--- src/rtl/uart_pkg.sv ---
`default_nettype none
// +----------------------------------------------------------------------------+
// | Module   : uart_pkg                                                        |
// | Brief    : Shared UART state encoding, bit-period and parity helpers.      |
// | Revision : 1.0                                                             |
// +----------------------------------------------------------------------------+
package uart_pkg;

  localparam int DATA_BITS = 8;

  typedef enum logic [2:0] {
    IDLE   = 3'd0,
    START  = 3'd1,
    DATA   = 3'd2,
    PARITY = 3'd3,
    STOP   = 3'd4
  } uart_state_e;

  function automatic int clks_per_bit(input int clock_freq, input int baud_rate);
    return clock_freq / baud_rate;
  endfunction

  function automatic logic par(input logic [DATA_BITS-1:0] data, input logic odd);
    return odd ? ~^data : ^data;
  endfunction

endpackage
`default_nettype wire

--- src/rtl/uart_baud_cnt.sv ---
`default_nettype none
// +----------------------------------------------------------------------------+
// | Module   : uart_baud_cnt                                                   |
// | Brief    : Bit-period counter, 0..CLKS_PER_BIT-1, with clear and tick.     |
// | Revision : 1.0                                                             |
// +----------------------------------------------------------------------------+
module uart_baud_cnt
  import uart_pkg::*;
#(
  parameter int CLKS_PER_BIT = 16
) (
  input  logic clk,
  input  logic rst,
  input  logic clear,
  output logic tick
);

  localparam int CNT_W = (CLKS_PER_BIT > 1) ? $clog2(CLKS_PER_BIT) : 1;
  localparam logic [CNT_W-1:0] TERMINAL = CNT_W'(CLKS_PER_BIT - 1);

  logic [CNT_W-1:0] r_cnt;

  // Terminal count restarts the period, so the counter never passes CLKS_PER_BIT-1.
  always_ff @(posedge clk or negedge rst) begin
    if (!rst) begin
      r_cnt <= '0;
    end else if (clear || tick) begin
      r_cnt <= '0;
    end else begin
      r_cnt <= r_cnt + CNT_W'(1);
    end
  end

  assign tick = (r_cnt == TERMINAL) && !clear;

endmodule
`default_nettype wire

--- src/rtl/uart_tx.sv ---
`default_nettype none
// +----------------------------------------------------------------------------+
// | Module   : uart_tx                                                         |
// | Brief    : UART serialiser, 8 data bits, optional parity, 1 or 2 stops.    |
// | Revision : 1.0                                                             |
// +----------------------------------------------------------------------------+
module uart_tx
  import uart_pkg::*;
#(
  parameter int BAUD_RATE  = 9600,
  parameter int CLOCK_FREQ = 50000000,
  parameter int PARITY_EN  = 0,
  parameter int PARITY_ODD = 0,
  parameter int STOP_BITS  = 1
) (
  input  logic                 clk,
  input  logic                 rst,
  input  logic [DATA_BITS-1:0] tx_data,
  input  logic                 tx_valid,
  output logic                 tx_ready,
  output logic                 tx,
  output logic                 busy
);

  localparam int CLKS_PER_BIT = clks_per_bit(CLOCK_FREQ, BAUD_RATE);

  generate
    if (CLKS_PER_BIT < 2) begin : g_chk_clks
      $error("uart_tx: CLOCK_FREQ/BAUD_RATE must be at least 2");
    end
    if ((STOP_BITS != 1) && (STOP_BITS != 2)) begin : g_chk_stop
      $error("uart_tx: STOP_BITS must be 1 or 2");
    end
  endgenerate

  uart_state_e          r_state, w_state;
  logic [DATA_BITS-1:0] r_data,  w_data;
  logic [2:0]           r_idx,   w_idx;
  logic                 r_stop,  w_stop;
  logic                 r_tx,    w_tx;
  logic                 r_ready, w_ready;
  logic                 r_busy,  w_busy;
  logic                 w_tick;
  logic [2:0]           w_idx_inc;

  uart_baud_cnt #(
    .CLKS_PER_BIT(CLKS_PER_BIT)
  ) u_baud_cnt (
    .clk  (clk),
    .rst  (rst),
    .clear(r_state == IDLE),
    .tick (w_tick)
  );

  always_ff @(posedge clk or negedge rst) begin
    if (!rst) begin
      r_state <= IDLE;
      r_data  <= '0;
      r_idx   <= '0;
      r_stop  <= 1'b0;
      r_tx    <= 1'b1;
      r_ready <= 1'b0;
      r_busy  <= 1'b0;
    end else begin
      r_state <= w_state;
      r_data  <= w_data;
      r_idx   <= w_idx;
      r_stop  <= w_stop;
      r_tx    <= w_tx;
      r_ready <= w_ready;
      r_busy  <= w_busy;
    end
  end

  assign w_idx_inc = r_idx + 3'd1;

  always_comb begin
    w_state = r_state;
    w_data  = r_data;
    w_idx   = r_idx;
    w_stop  = r_stop;
    w_tx    = r_tx;
    w_ready = r_ready;
    w_busy  = r_busy;
    case (r_state)
      IDLE: begin
        w_tx    = 1'b1;
        w_busy  = 1'b0;
        w_ready = 1'b1;
        if (tx_valid && r_ready) begin
          w_state = START;
          w_data  = tx_data;
          w_idx   = 3'd0;
          w_stop  = 1'b0;
          w_tx    = 1'b0;
          w_ready = 1'b0;
          w_busy  = 1'b1;
        end
      end
      START: begin
        if (w_tick) begin
          w_state = DATA;
          w_idx   = 3'd0;
          w_tx    = r_data[0];
        end
      end
      DATA: begin
        if (w_tick) begin
          if (r_idx == 3'd7) begin
            if (PARITY_EN != 0) begin
              w_state = PARITY;
              w_tx    = par(r_data, PARITY_ODD != 0);
            end else begin
              w_state = STOP;
              w_stop  = 1'b0;
              w_tx    = 1'b1;
            end
          end else begin
            w_idx = w_idx_inc;
            w_tx  = r_data[w_idx_inc];
          end
        end
      end
      PARITY: begin
        if (w_tick) begin
          w_state = STOP;
          w_stop  = 1'b0;
          w_tx    = 1'b1;
        end
      end
      STOP: begin
        w_tx = 1'b1;
        if (w_tick) begin
          if ((STOP_BITS == 2) && !r_stop) begin
            w_stop = 1'b1;
          end else begin
            // Ready only becomes visible next edge: one idle clk between frames.
            w_state = IDLE;
            w_busy  = 1'b0;
            w_ready = 1'b1;
          end
        end
      end
      default: begin
        w_state = IDLE;
        w_tx    = 1'b1;
        w_busy  = 1'b0;
        w_ready = 1'b0;
      end
    endcase
  end

  assign tx_ready = r_ready;
  assign tx       = r_tx;
  assign busy     = r_busy;

endmodule
`default_nettype wire

--- config.mk ---
export PLATFORM = sky130hd
export DESIGN_NAME = uart_tx
export DESIGN_NICKNAME = d
export VERILOG_FILES = /design/src/rtl/uart_pkg.sv /design/src/rtl/uart_baud_cnt.sv /design/src/rtl/uart_tx.sv
export SDC_FILE = /design/constraint.sdc
export NUM_CORES = 1
export LEC_CHECK = 0
export CELL_PAD_IN_SITES_DETAIL_PLACEMENT = 0
export CELL_PAD_IN_SITES_GLOBAL_PLACEMENT = 1
export CORE_MARGIN = 2
export CORE_UTILIZATION = 45
export CTS_CLUSTER_DIAMETER = 120
export DETAILED_ROUTE_END_ITERATION = 8
export GPL_ROUTABILITY_DRIVEN = 0
export PLACE_DENSITY_LB_ADDON = 0.1
export SLEW_MARGIN = 0
export SYNTH_ARGS = -nofsm -noshare
export SYNTH_HDL_FRONTEND = slang
export SYNTH_HIERARCHICAL = 1
export SYNTH_SLANG_ARGS = --single-unit
--- constraint.sdc ---
create_clock -name clk -period 2.57 [get_ports clk]
set_input_delay 0.6425 -clock clk [delete_from_list [all_inputs] [get_ports clk]]
set_output_delay 0.6425 -clock clk [all_outputs]
set_load 0.01 [all_outputs]
After elaboration in Yosys (flattened, before gate mapping)

Cells that the tools add are included.

Register bits: 30
Bits of input ports: 11
Output and inout bits: 3
Logic and storage cells: 60

$add $sub $neg: 2
Magnitude comparators: 1
Equal/unequal tests: 13
Multiplexer cells: 24
Bitwise operators: 1
Reduce and logical (&&, ||, !) cells: 12

Operators with widths:

| kind                    | number |
|---|---|
| $mux W3                 | 9 |
| $pmux W3 S5             | 1 |
| $add A13 B1 Y13 const B | 1 |
| $eq A13 B13 Y1 const B  | 1 |
| $mux W13                | 1 |
| $pmux W3 S3             | 1 |
| $mux W1                 | 8 |
| $ne A2 B1 Y1 const B    | 4 |
| $eq A3 B2 Y1 const B    | 2 |
| $eq A3 B3 Y1 const B    | 2 |
| $ne A2 B2 Y1 const B    | 3 |
| $pmux W1 S3             | 2 |
| $reduce_and A6 Y1       | 1 |
| $reduce_and A5 Y1       | 1 |
| $lt A3 B4 Y1 const B    | 1 |
| $pmux W1 S4             | 1 |
| $reduce_and A2 Y1       | 2 |
| $add A3 B1 Y3 const B   | 1 |
| $bmux W1 S3             | 1 |
| $eq A3 B1 Y1 const B    | 1 |
| $logic_not A3 Y1        | 1 |
| $reduce_and A3 Y1       | 1 |
| $reduce_bool A3 Y1      | 1 |
| $reduce_or A3 Y1        | 1 |
| other kinds (4)         | 5 |

Logic depth before layout (Yosys ltp)

Word-level depth: 6
Depth in mapped cells: 8
Depth with buffers taken out: 8

By module

The synthesis kept the hierarchy.

By module, submodules not included:

| module        | times used | cells each | area each (µm²) | seq. area each (µm²) |
|---|---|---|---|---|
| uart_tx       | 1          | 69         | 895.9           | 426.7 |
| uart_baud_cnt | 1          | 68         | 683.2           | 325.3 |

Worst setup path after synthesis

Ideal clock, no wire load.

Kind: register to register
Start point: register u_baud_cnt.r_cnt[0]
End point: register r_idx[0]
Library setup time: 0.125 ns
Data arrival time: 1.801 ns
Data required time: 2.445 ns
Setup slack: 0.644 ns
Stages on the path, launching flop included: 9
Path buffers: 0
Clock period less this slack: 1.926 ns
Cell sequence: dfrtp_1 -> ha_1 -> and4b_1 -> nand3_1 -> nor2_1 -> nand2_1 -> o21ai_0 -> o21ai_1 -> mux2_2

Longest elaborated chain between the ends: 4
Elaborated cells between the ends (all ways): 5
Those cells by class: eq/ne (3); reduce/logical (2)

RTL lines:

| element                              | line                | text |
|---|---|---|
| from (decl)                          | uart_baud_cnt.sv:21 | `logic [CNT_W-1:0] r_cnt;` |
| from (signal assigned)               | uart_baud_cnt.sv:30 | `r_cnt <= r_cnt + CNT_W'(1);` |
| $eq A13 B13 Y1 *                     | uart_baud_cnt.sv:34 | `assign tick = (r_cnt == TERMINAL) && !clear;` |
| $logic_and A1 B1 Y1 *                | uart_baud_cnt.sv:34 |  |
| net w_tick                           | uart_tx.sv:43       | `logic w_tick;` |
| $ne A2 B1 Y1 (no source line)        | --                  |  |
| $reduce_and A5 Y1 (no source line) * | --                  |  |
| to (signal assigned)                 | uart_tx.sv:67       | `r_idx <= w_idx;` |
| to (decl)                            | uart_tx.sv:38       | `logic [2:0] r_idx, w_idx;` |

Mark *: on every way through the listed nets, which the timed path passes. The rest lies on a longest branch.
A chain may end at the register's enable or synchronous reset.

Worst setup path in the final report

Start point: register u_baud_cnt.r_cnt[0]
End point: register r_tx, in the netlist tx

Longest elaborated chain between the ends: 4
Elaborated cells between the ends (all ways): 6
Those cells by class: eq/ne (4); reduce/logical (2)

RTL lines:

| element                              | line                | text |
|---|---|---|
| $eq A13 B13 Y1 *                     | uart_baud_cnt.sv:34 |  |
| $logic_and A1 B1 Y1 *                | uart_baud_cnt.sv:34 |  |
| net w_tick                           | uart_tx.sv:43       |  |
| $ne A2 B1 Y1 (no source line)        | --                  |  |
| $reduce_and A3 Y1 (no source line) * | --                  |  |
| to (signal assigned)                 | uart_tx.sv:69       | `r_tx <= w_tx;` |
| to (decl)                            | uart_tx.sv:40       | `logic r_tx, w_tx;` |

Marks and branches as above.

==> results.md <==
- Critical path buffer and inverter count: 0
- Number of placed cells counting well taps: 191
- Initial antenna violation count: 0
- Slowest library cell on the worst path: sky130_fd_sc_hd__dfrtp_1
- Num Clock Sinks: 30
- Critical path class: register to register
- Run status: complete, no violations
- Leakage component of the power: 0.716 nW
- Post-synth EDFFs: 0
- Share of the clock period used by the worst path after layout: 83.8%
- Num rows: 21
- Die ar.: 4000 um^2
- Total congestion overflow: 0
- Synth unique cells: 48
- Peak supply drop: 524 uV
- Count of pins on the block boundary: 14
- Post-Synthesis Mean Instance Area: 11.5 um^2
- TritonCTS clock tree: yes
- Vias after detailed routing: 1,117
- Worst slack at placement: 0.359 ns
- Reg-to-Reg Start: u_baud_cnt/r_cnt[0]$_DFF_PN0_
- Fin nets: 166
- Netlist Area Pre-Place: 1580 um^2
- Arrival time at the worst endpoint: 2.43 ns
- Synth Flop Type: sky130_fd_sc_hd__dfrtp_1
- Diode count: 0
- CTS Buffer Depth: 2
- Quantity of I/O buffers inserted on ports: 13
- Effective utilization at floorplan: 46.9%
- Yosys warnings: 6
- All-layer global routing usage: 18.1%
- Critical path launch point type: register
- Crit-path max FO: 9
- PD cells: 833 nW/um^2
- Transition time at the pin with the least slew margin: 0.484 ns
- Filler-free cell count of the finished design: 199
- Iter 0 DRT Violations: 118
- Detailed-route wire length per cell: 14.7 um
- Min-delay src: busy$_DFFE_PN0P_
- Total of endpoints with negative setup slack in the final report: 0
- Proportion of register bits with asynchronous set or reset after synthesis: 100%
- Sum of net half-perimeters after detailed placement: 2.04 mm
- Clock latency on the worst-skew pair: 0.33 ns
- Fin util: 53.3%
- Max cap viols: 0
- Remaining max-slew budget at the tightest pin: 67.4%
- Clock-pin slew reported for the worst setup and hold paths after clock tree synthesis: 0.10 ns
- Pre-Repair DR Iteration Count: 4
- First-pass GRT wire length: 5.55 mm
- Cell at the root of the clock tree: sky130_fd_sc_hd__clkbuf_4
- Element type at the critical path end: register
- Via count of the first global-routing pass: 1,189
- GRT busiest layer: met2
- Final total negative setup slack: 0 ns
- Type of the most critical hold path: register to register
- Largest clock skew in the final design: 0.00879 ns
- Family with the most delay on the worst path: simple AND/OR/NAND/NOR gates
- Power Total: 1.49 mW
- Post-route worst setup slack: 0.416 ns
- Met3 usage: 6.25%
- Global Route met2 Usage: 28.1%
- Number of design rule violations left after detail routing: 0
- Via density per instance: 5.61
- Fraction of layout instances using a drive strength above 1: 22.9%
- Number of synthesized register bits: 30
- Area added between synthesis and finish: 13.5%
- Final hold violation count: 0
- Post-Syn Nets: 151
- Critical Path, Cell by Cell: ha_1 -> and4b_1 -> nand3_1 -> nor2_2 -> o21ai_0 -> nor3_1 -> o2111ai_1 -> nand2_1
- Level count of the clock H-tree: 2
- Final Slew Violations: 0
- Met1 Resource Use GR: 23.5%
- RSZ-0062 raised after global routing: false
- Aggregate routed wire length: 2.93 mm
- Cells after Synth: 137
- Inserted Clock Buffers: 5
- Routed Antenna Nets: 0
- Maximum number of pins on one net before global-route repair: 31
- Vertical die dimension: 63.2 um
- Top library cells by usage in the layout, fill and taps aside: sky130_fd_sc_hd__dfrtp_1, sky130_fd_sc_hd__clkdlybuf4s50_1, sky130_fd_sc_hd__o21ai_0
- Launching element of the worst setup path: u_baud_cnt/r_cnt[0]$_DFF_PN0_
- Die Span X: 63.2 um
- Register area share after synthesis: 47.6%
- Minimum period implied by the final worst setup slack: 2.15 ns
- Critical path required time: 2.84 ns
- Leading cell type in the layout, fill and taps excluded: sky130_fd_sc_hd__dfrtp_1
- Core Area: 3360 um^2
- Maximum operating frequency: 464 MHz
- Highest cell delay on the worst timing path: 0.42 ns
## area by class of cell
type / count / area, um^2
tap: 46 / 57.6
sequential: 30 / 752
inverter: 2 / 7.51
fill: 321 / 1570
timing repair buffer: 14 / 138
clock buffer: 8 / 78.8
multi-input combinational: 99 / 758
## cell usage after synthesis (3+ instances only)
cell                       count  area share [%]
sky130_fd_sc_hd__dfrtp_1      29              46
sky130_fd_sc_hd__o21ai_0      10             3.2
sky130_fd_sc_hd__a21oi_1       9             2.9
sky130_fd_sc_hd__mux2_4        7             6.7
sky130_fd_sc_hd__nand3_1       7             2.2
sky130_fd_sc_hd__nor2_1        7             1.7
sky130_fd_sc_hd__nand2_1       6             1.4
sky130_fd_sc_hd__nand3b_1      4             1.9
sky130_fd_sc_hd__o31ai_1       4             1.9
sky130_fd_sc_hd__buf_6         3             2.1
sky130_fd_sc_hd__ha_1          3             2.4
sky130_fd_sc_hd__or4_1         3             1.4
## report_power, final
part	internal, mW	total, mW	switching, mW
logic	0.247	0.403	0.156
clock network	0.187	0.355	0.168
registers	0.609	0.734	0.125
total	1.04	1.49	0.449
## flip-flops by register name, summed over array words and instances, names as in the netlist
register and flops:
busy 1, r_data 8, r_idx 3, tx_ready 1
tx 1, u_baud_cnt/r_cnt 13, r_state 3
## through the flow
step,cell area (um^2),hold WS (ns)
2_1_floorplan,1580,0.347
3_3_place_gp,1710,0.466
3_5_place_dp,1710,0.477
4_1_cts,1790,0.501
5_1_grt,1790,0.521
6_report,1790,0.495
## worst register-to-register path: stages (launching register included)
cell and delay (ns):
sky130_fd_sc_hd__dfrtp_1 0.42, sky130_fd_sc_hd__ha_1 0.27, sky130_fd_sc_hd__and4b_1 0.24, sky130_fd_sc_hd__nand3_1 0.09, sky130_fd_sc_hd__nor2_2 0.29, sky130_fd_sc_hd__o21ai_0 0.15, sky130_fd_sc_hd__nor3_1 0.33, sky130_fd_sc_hd__o2111ai_1 0.22
sky130_fd_sc_hd__nand2_1 0.10
## repair_timing
action                     in CTS  in global routing
setup endpoints to repair       0                  1
setup buffers                   0                  0
hold buffers                    0                  0
gates resized for setup         0                  1
## per-layer routing
layer  wire (um)  vias to the layer above
met1        1450                      545
li1            -                      546
met3         112                        6
met4          53                        0
met2        1310                       20
met5           0                        -
## cells by family after synthesis
kind of cell | count (synthesis) | share of synthesized area [%]
AOI/OAI and AO/OA | 34 | 14.2
xor gates and xnor gates | 3 | 1.66
adders and majority gates | 3 | 2.38
buffers and inverters | 8 | 4.52
DFF | 30 | 47.6
muxes | 12 | 10.8
and+or+nand+nor | 47 | 18.9
## worst paths after layout
kind | cells past startpoint | slack [ns] | endpoint
setup / recovery | 8 | 0.42 | tx$_DFFE_PN1P_
hold / removal | 1 | 0.50 | busy$_DFFE_PN0P_
setup reg to reg | 8 | 0.42 | tx$_DFFE_PN1P_
hold reg to reg | 1 | 0.50 | busy$_DFFE_PN0P_
max in group asynchronous | 2 | 1.56 | tx$_DFFE_PN1P_
min in group asynchronous | 2 | 0.68 | u_baud_cnt/r_cnt[10]$_DFF_PN0_
Note: power is estimated with default switching activity, not from simulation.
